===== config.mk =====
export PLATFORM = sky130hd
export DESIGN_NAME = aes128_encrypt_iter
export DESIGN_NICKNAME = d
export VERILOG_FILES = /design/src/rtl/aes128_encrypt_iter.sv
export SDC_FILE = /design/constraint.sdc
export NUM_CORES = 2
export LEC_CHECK = 0
export BUFFER_PORTS_ARGS = -buffer_cell sky130_fd_sc_hd__clkbuf_2
export CAP_MARGIN = 5
export CORE_AREA = 5 5 340 342
export CTS_CLUSTER_SIZE = 20
export DETAILED_ROUTE_END_ITERATION = 6
export DIE_AREA = 0 0 345 347
export PLACE_DENSITY = 0.55
export SYNTH_ARGS = -nofsm -noshare
export SYNTH_HDL_FRONTEND = slang
export SYNTH_SLANG_ARGS = --single-unit

===== constraint.sdc =====
create_clock -name clk -period 9.3 [get_ports clk]
set_input_delay 1.395 -clock clk [delete_from_list [all_inputs] [get_ports clk]]
set_output_delay 1.395 -clock clk [all_outputs]
set_load 0.05 [all_outputs]

===== src/rtl/aes128_encrypt_iter.sv =====
// aes128_encrypt_iter: iterative AES-128 encryption engine, one round per clock.
// A plaintext block and key are accepted on a valid/ready handshake. Ten rounds
// then run with on-the-fly key expansion. The ciphertext is held until the
// downstream side accepts it.
// Optional feature macro: AES_ENC_LAST_KEY_OUT_EN adds the last_round_key port,
// which carries the round-10 key for the decrypt side.
`timescale 1ns/1ps

module aes128_encrypt_iter (
  input  logic         clk,
  input  logic         rst,
  input  logic         in_valid,
  output logic         in_ready,
  input  logic [127:0] plain_text,
  input  logic [127:0] key,
  output logic         out_valid,
  input  logic         out_ready,
  output logic [127:0] cipher_text,
  output logic         busy
`ifdef AES_ENC_LAST_KEY_OUT_EN
  ,
  output logic [127:0] last_round_key
`endif
);

  localparam int unsigned BLK_W   = 128;
  localparam int unsigned RND_W   = 4;
  localparam int unsigned NUM_RND = 10;

  localparam logic [1:0] ST_IDLE  = 2'b00;
  localparam logic [1:0] ST_ROUND = 2'b01;
  localparam logic [1:0] ST_DONE  = 2'b10;

  // Byte 0 of the block is the most significant byte; column c holds bytes 4c..4c+3.
  typedef logic [0:15][7:0] block_t;

  localparam logic [0:255][7:0] SBOX = {
    256'h637c777bf26b6fc53001672bfed7ab76_ca82c97dfa5947f0add4a2af9ca472c0,
    256'hb7fd9326363ff7cc34a5e5f171d83115_04c723c31896059a071280e2eb27b275,
    256'h09832c1a1b6e5aa0523bd6b329e32f84_53d100ed20fcb15b6acbbe394a4c58cf,
    256'hd0efaafb434d338545f9027f503c9fa8_51a3408f929d38f5bcb6da2110fff3d2,
    256'hcd0c13ec5f974417c4a77e3d645d1973_60814fdc222a908846eeb814de5e0bdb,
    256'he0323a0a4906245cc2d3ac629195e479_e7c8376d8dd54ea96c56f4ea657aae08,
    256'hba78252e1ca6b4c6e8dd741f4bbd8b8a_703eb5664803f60e613557b986c11d9e,
    256'he1f8981169d98e949b1e87e9ce5528df_8ca1890dbfe6426841992d0fb054bb16
  };

  logic [1:0]       fsm_state;
  logic [1:0]       fsm_next;
  logic             accept;
  block_t           state_reg;
  logic [BLK_W-1:0] rk_reg;
  logic [RND_W-1:0] rnd;
  logic [BLK_W-1:0] rk_next;
  block_t           sr_out;
  block_t           round_out;

  // Multiply by x in GF(2^8) modulo the AES polynomial.
  function automatic logic [7:0] xtime(input logic [7:0] b);
    return {b[6:0], 1'b0} ^ (b[7] ? 8'h1b : 8'h00);
  endfunction

  // Round constant for the key schedule step that produces round key r.
  function automatic logic [7:0] rcon(input logic [RND_W-1:0] r);
    logic [7:0] rc;
    case (r)
      4'd1:    rc = 8'h01;
      4'd2:    rc = 8'h02;
      4'd3:    rc = 8'h04;
      4'd4:    rc = 8'h08;
      4'd5:    rc = 8'h10;
      4'd6:    rc = 8'h20;
      4'd7:    rc = 8'h40;
      4'd8:    rc = 8'h80;
      4'd9:    rc = 8'h1b;
      4'd10:   rc = 8'h36;
      default: rc = 8'h00;
    endcase
    return rc;
  endfunction

  // Four S-box lookups on one key word.
  function automatic logic [31:0] sub_word(input logic [31:0] w);
    return {SBOX[w[31:24]], SBOX[w[23:16]], SBOX[w[15:8]], SBOX[w[7:0]]};
  endfunction

  // Derive the next round key from the current one.
  function automatic logic [BLK_W-1:0] expand_key(input logic [BLK_W-1:0] rk, input logic [7:0] rc);
    logic [31:0] w0, w1, w2, w3, t;
    w0 = rk[127:96];
    w1 = rk[95:64];
    w2 = rk[63:32];
    w3 = rk[31:0];
    t  = sub_word({w3[23:0], w3[31:24]}) ^ {rc, 24'h000000};
    w0 = w0 ^ t;
    w1 = w1 ^ w0;
    w2 = w2 ^ w1;
    w3 = w3 ^ w2;
    return {w0, w1, w2, w3};
  endfunction

  // S-box applied to all 16 state bytes.
  function automatic block_t sub_bytes(input block_t b);
    block_t r;
    for (int i = 0; i < 16; i++) begin
      r[4'(i)] = SBOX[b[4'(i)]];
    end
    return r;
  endfunction

  // Row r rotates left by r byte positions across the columns.
  function automatic block_t shift_rows(input block_t b);
    block_t r;
    for (int c = 0; c < 4; c++) begin
      for (int row = 0; row < 4; row++) begin
        r[4'(row + 4 * c)] = b[4'(row + 4 * ((c + row) % 4))];
      end
    end
    return r;
  endfunction

  // Column mixing with the fixed {02,03,01,01} circulant matrix.
  function automatic block_t mix_columns(input block_t b);
    block_t r;
    logic [7:0] a0, a1, a2, a3;
    for (int c = 0; c < 4; c++) begin
      a0 = b[4'(4 * c)];
      a1 = b[4'(4 * c + 1)];
      a2 = b[4'(4 * c + 2)];
      a3 = b[4'(4 * c + 3)];
      r[4'(4 * c)]     = xtime(a0) ^ xtime(a1) ^ a1 ^ a2 ^ a3;
      r[4'(4 * c + 1)] = a0 ^ xtime(a1) ^ xtime(a2) ^ a2 ^ a3;
      r[4'(4 * c + 2)] = a0 ^ a1 ^ xtime(a2) ^ xtime(a3) ^ a3;
      r[4'(4 * c + 3)] = xtime(a0) ^ a0 ^ a1 ^ a2 ^ xtime(a3);
    end
    return r;
  endfunction

  // FSM state register.
  always_ff @(posedge clk or posedge rst) begin
    if (rst) begin
      fsm_state <= ST_IDLE;
    end else begin
      fsm_state <= fsm_next;
    end
  end

  // Next-state and load decode; DONE can hand off straight into a new block.
  always_comb begin
    fsm_next = fsm_state;
    accept   = 1'b0;
    case (fsm_state)
      ST_IDLE: begin
        if (in_valid) begin
          accept   = 1'b1;
          fsm_next = ST_ROUND;
        end
      end
      ST_ROUND: begin
        if (rnd == RND_W'(NUM_RND)) begin
          fsm_next = ST_DONE;
        end
      end
      ST_DONE: begin
        if (out_ready) begin
          if (in_valid) begin
            accept   = 1'b1;
            fsm_next = ST_ROUND;
          end else begin
            fsm_next = ST_IDLE;
          end
        end
      end
      default: fsm_next = ST_IDLE;
    endcase
  end

  // One full cipher round plus key-schedule step; the final round skips MixColumns.
  always_comb begin
    rk_next   = expand_key(rk_reg, rcon(rnd));
    sr_out    = shift_rows(sub_bytes(state_reg));
    round_out = (rnd == RND_W'(NUM_RND)) ? (sr_out ^ rk_next)
                                         : (mix_columns(sr_out) ^ rk_next);
  end

  // Datapath registers: load on accept, advance one round per cycle in ROUND.
  always_ff @(posedge clk or posedge rst) begin
    if (rst) begin
      state_reg <= '0;
      rk_reg    <= '0;
      rnd       <= '0;
    end else if (accept) begin
      state_reg <= plain_text ^ key;
      rk_reg    <= key;
      rnd       <= RND_W'(1);
    end else if (fsm_state == ST_ROUND) begin
      state_reg <= round_out;
      rk_reg    <= rk_next;
      rnd       <= RND_W'(rnd + RND_W'(1));
    end
  end

`ifdef AES_ENC_LAST_KEY_OUT_EN
  // Capture the round-10 key for the decrypt side; holds until the next block's final round.
  always_ff @(posedge clk or posedge rst) begin
    if (rst) begin
      last_round_key <= '0;
    end else if (fsm_state == ST_ROUND && rnd == RND_W'(NUM_RND)) begin
      last_round_key <= rk_next;
    end
  end
`endif

  // Status decoded from state; ciphertext is masked so intermediate rounds never leave the core.
  assign in_ready    = (fsm_state == ST_IDLE) ||
                       (fsm_state == ST_DONE && out_ready && in_valid);
  assign out_valid   = (fsm_state == ST_DONE);
  assign busy        = (fsm_state != ST_IDLE);
  assign cipher_text = (fsm_state == ST_DONE) ? BLK_W'(state_reg) : '0;

endmodule


==> flow_metrics.env <==
export IMPL_status="finished clean"
export IMPL_timing_critical_path_arrival_ns=5.50
export IMPL_cts_tree="done"
export IMPL_slew_violations=0
export IMPL_layout_drive_gt1_share=0.136
export IMPL_fp_dieH_um=347
export IMPL_drt_iter0_drc=8679
export IMPL_antenna_found_initial=6
export IMPL_ys_types=115
export IMPL_postCtsSetupBuffers=0
export IMPL_numPortBuffers=390
export IMPL_min_delay_path_class="reg2reg"
export IMPL_min_period_over_period=0.552
export IMPL_dp_hpwl_mm=145
export IMPL_holdBufCountCts=0
export IMPL_ys_flop_type="dfrtp_1"
export IMPL_grt_pass1_wl_mm=311
export IMPL_root_buffer="clkbuf_16"
export IMPL_die_area_um2=120000
export IMPL_grt_use_total=0.327
export IMPL_ios=391
export IMPL_nets=6141
export IMPL_first_pass_iters=7
export IMPL_synthArstFlopShare=1.00
export IMPL_hold_viol_final=0
export IMPL_final_setup_viol_count=0
export IMPL_synth_nets=6293
export IMPL_fmax_ghz=0.195
export IMPL_critPathCaptureType="flip-flop"
export IMPL_n_fill_cell=12000
export IMPL_relSlewSlack=0.270
export IMPL_vias=50200
export IMPL_clock_latency_ns=0.61
export IMPL_gp_congestion=1.06
export IMPL_path_max_fanout=32
export IMPL_coreArea_um2=112000
export IMPL_syn_to_final_growth_pct=7.30
export IMPL_cap_viol_max_count=0
export IMPL_num_rows=123
export IMPL_yosysTopAreaCellShare=0.155
export IMPL_wl_per_cell_um=28.7
export IMPL_start_kind="flip-flop"
export IMPL_syn_inst=5910
export IMPL_yosysSeqAreaShare=0.155
export IMPL_synth_seq_cells=262
export IMPL_start_util=0.376
export IMPL_crit_path_start="rk_reg[17]$_DFFE_PP0P_"
export IMPL_syn_area_um2=42200
export IMPL_post_route_min_period_ns=5.13
export IMPL_crit_type="reg2reg"
export IMPL_required_ns=9.66
export IMPL_clkSlewWorstSetupHoldPaths_ns=0.06
export IMPL_numCtsBuffers=41
export IMPL_timing_rr_start="rk_reg[17]$_DFFE_PP0P_"
export IMPL_ant_nets=0
export IMPL_grt_pass1_vias=46000
export IMPL_cts_resized_gates=0
export IMPL_via_per_inst=6.88
export IMPL_synth_edff_count=0
export IMPL_worst_slew_pin_slew_ns=1.10
export IMPL_timing_hold_ws_ns=0.490
export IMPL_die_x_um=345
export IMPL_finalClockSkew_ns=0.0341
export IMPL_drc_errors=0
export IMPL_final_setup_tns_ns=0
export IMPL_grt_ovfl_total=0
export IMPL_synth_area_leaders="dfrtp_1 (16%), o21ai_0 (6.8%), a21oi_1 (5.2%)"
export IMPL_grt_setup_unrepaired="no"
export IMPL_h_tree_depth=2
export IMPL_yosysWarningCount=0
export IMPL_clockBufferDepth=3
export IMPL_wl_mm=210
export IMPL_synth_top_cell_by_area="dfrtp_1"
export IMPL_cts_sinks=262
export IMPL_avgSynthCellArea_um2=7.14
export IMPL_grt_max_degree=206
export IMPL_hp_start="state_reg[7]$_DFFE_PP0P_"
metrics by stage:
| step | instance area [µm²] | setup slack, ns | util | instances |
|---|---|---|---|---|
| after floorplan | 42200 | 0.693 | - | 5910 |
| after global placement | 43900 | 4.42 | 0.392 | 7215 |
| after detailed placement | 43900 | 4.37 | 0.392 | 7215 |
| after CTS | 45200 | 4.38 | 0.404 | 7288 |
| after global routing | 45200 | 4.09 | 0.404 | 7288 |
| final | 45200 | 4.17 | 0.404 | 7289 |
final timing paths:
kind	endpoint	slack, ns	cells after the start
max reg2reg	rk_reg[26]$_DFFE_PP0P_	4.17	12
min	state_reg[7]$_DFFE_PP0P_	0.49	2
min reg2reg	state_reg[7]$_DFFE_PP0P_	0.49	2
max	rk_reg[26]$_DFFE_PP0P_	4.17	12
min in group asynchronous	state_reg[0]$_DFFE_PP0P_	0.91	2
max in group asynchronous	state_reg[82]$_DFFE_PP0P_	6.82	3
layout by cell type (no fill, tap or decap), types with 28 or more instances in the layout:
cell type | Yosys | routed
a311oi_1 | 76 | 76
nand2b_1 | 156 | 155
a211o_1 | 33 | 33
xnor2_1 | 235 | 235
xor2_1 | 65 | 65
mux4_2 | 81 | 81
a32oi_1 | 30 | 30
a221oi_1 | 34 | 34
nor3b_1 | 40 | 40
clkbuf_16 | 0 | 41
o221ai_1 | 33 | 33
o31ai_1 | 61 | 61
buf_4 | 29 | 102
nor2b_1 | 122 | 120
or3_1 | 35 | 35
o211ai_1 | 118 | 118
nor2_1 | 387 | 386
and2_1 | 179 | 179
inv_1 | 106 | 105
o22ai_1 | 50 | 50
mux2i_1 | 29 | 29
o21ai_0 | 572 | 572
or2_2 | 39 | 39
o21a_1 | 32 | 32
and3_1 | 28 | 28
nand3_1 | 264 | 264
a221o_1 | 64 | 64
dfrtp_1 | 262 | 234
o311ai_0 | 80 | 79
a31oi_1 | 123 | 123
nand2_1 | 436 | 435
a211oi_1 | 119 | 119
a21oi_1 | 439 | 439
a2111oi_0 | 33 | 33
a21o_1 | 42 | 42
nor3_1 | 220 | 220
clkbuf_2 | 1 | 390
a22oi_1 | 56 | 56
ha_1 | 122 | 122
cells in the mapped netlist, types with 123 or more instances:
cell      count
nor2_1      387
a31oi_1     123
dfrtp_1     262
nor3_1      220
and2_1      179
o21ai_0     572
clkbuf_1    420
buf_2       131
nand2_1     436
nand2b_1    156
xnor2_1     235
nand3_1     264
a21oi_1     439
worst max-delay path, cell delays in order (launching register included):
cell and delay (ns):
dfrtp_1 0.32, buf_4 0.35, inv_2 0.26, ha_1 0.88, nand2b_1 0.52, nand3_1 0.22, a311o_1 0.19, a21oi_1 0.07
o32ai_2 0.52, xnor2_2 0.19, xnor2_1 0.60, mux2i_1 0.40, o311ai_0 0.38
area by class of cell:
type	instances	area, µm²	share of cell area
Multi-Input combinational cell	4840	32200	0.712
Sequential cell	262	6610	0.146
Timing Repair Buffer	494	2760	0.0609
Tap cell	1500	1880	0.0415
Clock buffer	58	1160	0.0256
Inverter	119	454	0.0100
Clock inverter	15	146	0.00324
Antenna cell	1	2.50	0.0000553
cell families after synthesis:
| group | after synthesis | synth area share |
|---|---|---|
| AOI/OAI and AO/OA | 2242 | 0.358 |
| and+or+nand+nor | 2024 | 0.242 |
| buffers and inverters | 808 | 0.0811 |
| xor gates and xnor gates | 324 | 0.0727 |
| DFF | 262 | 0.155 |
| muxes | 125 | 0.0541 |
| adders and majority gates | 125 | 0.0371 |
layer usage:
layer  global-route usage  vias up  wire, µm
met2                0.489     3727     88500
met3               0.0787      621     25700
met4                0.130        4     10100
li1                     -    21900         -
met5                    0        -        31
met1                0.454    23900     85200
Power is left out: the tool's default activity adds up to more than one toggle a clock period on the data nets, which glitch-free logic cannot reach.
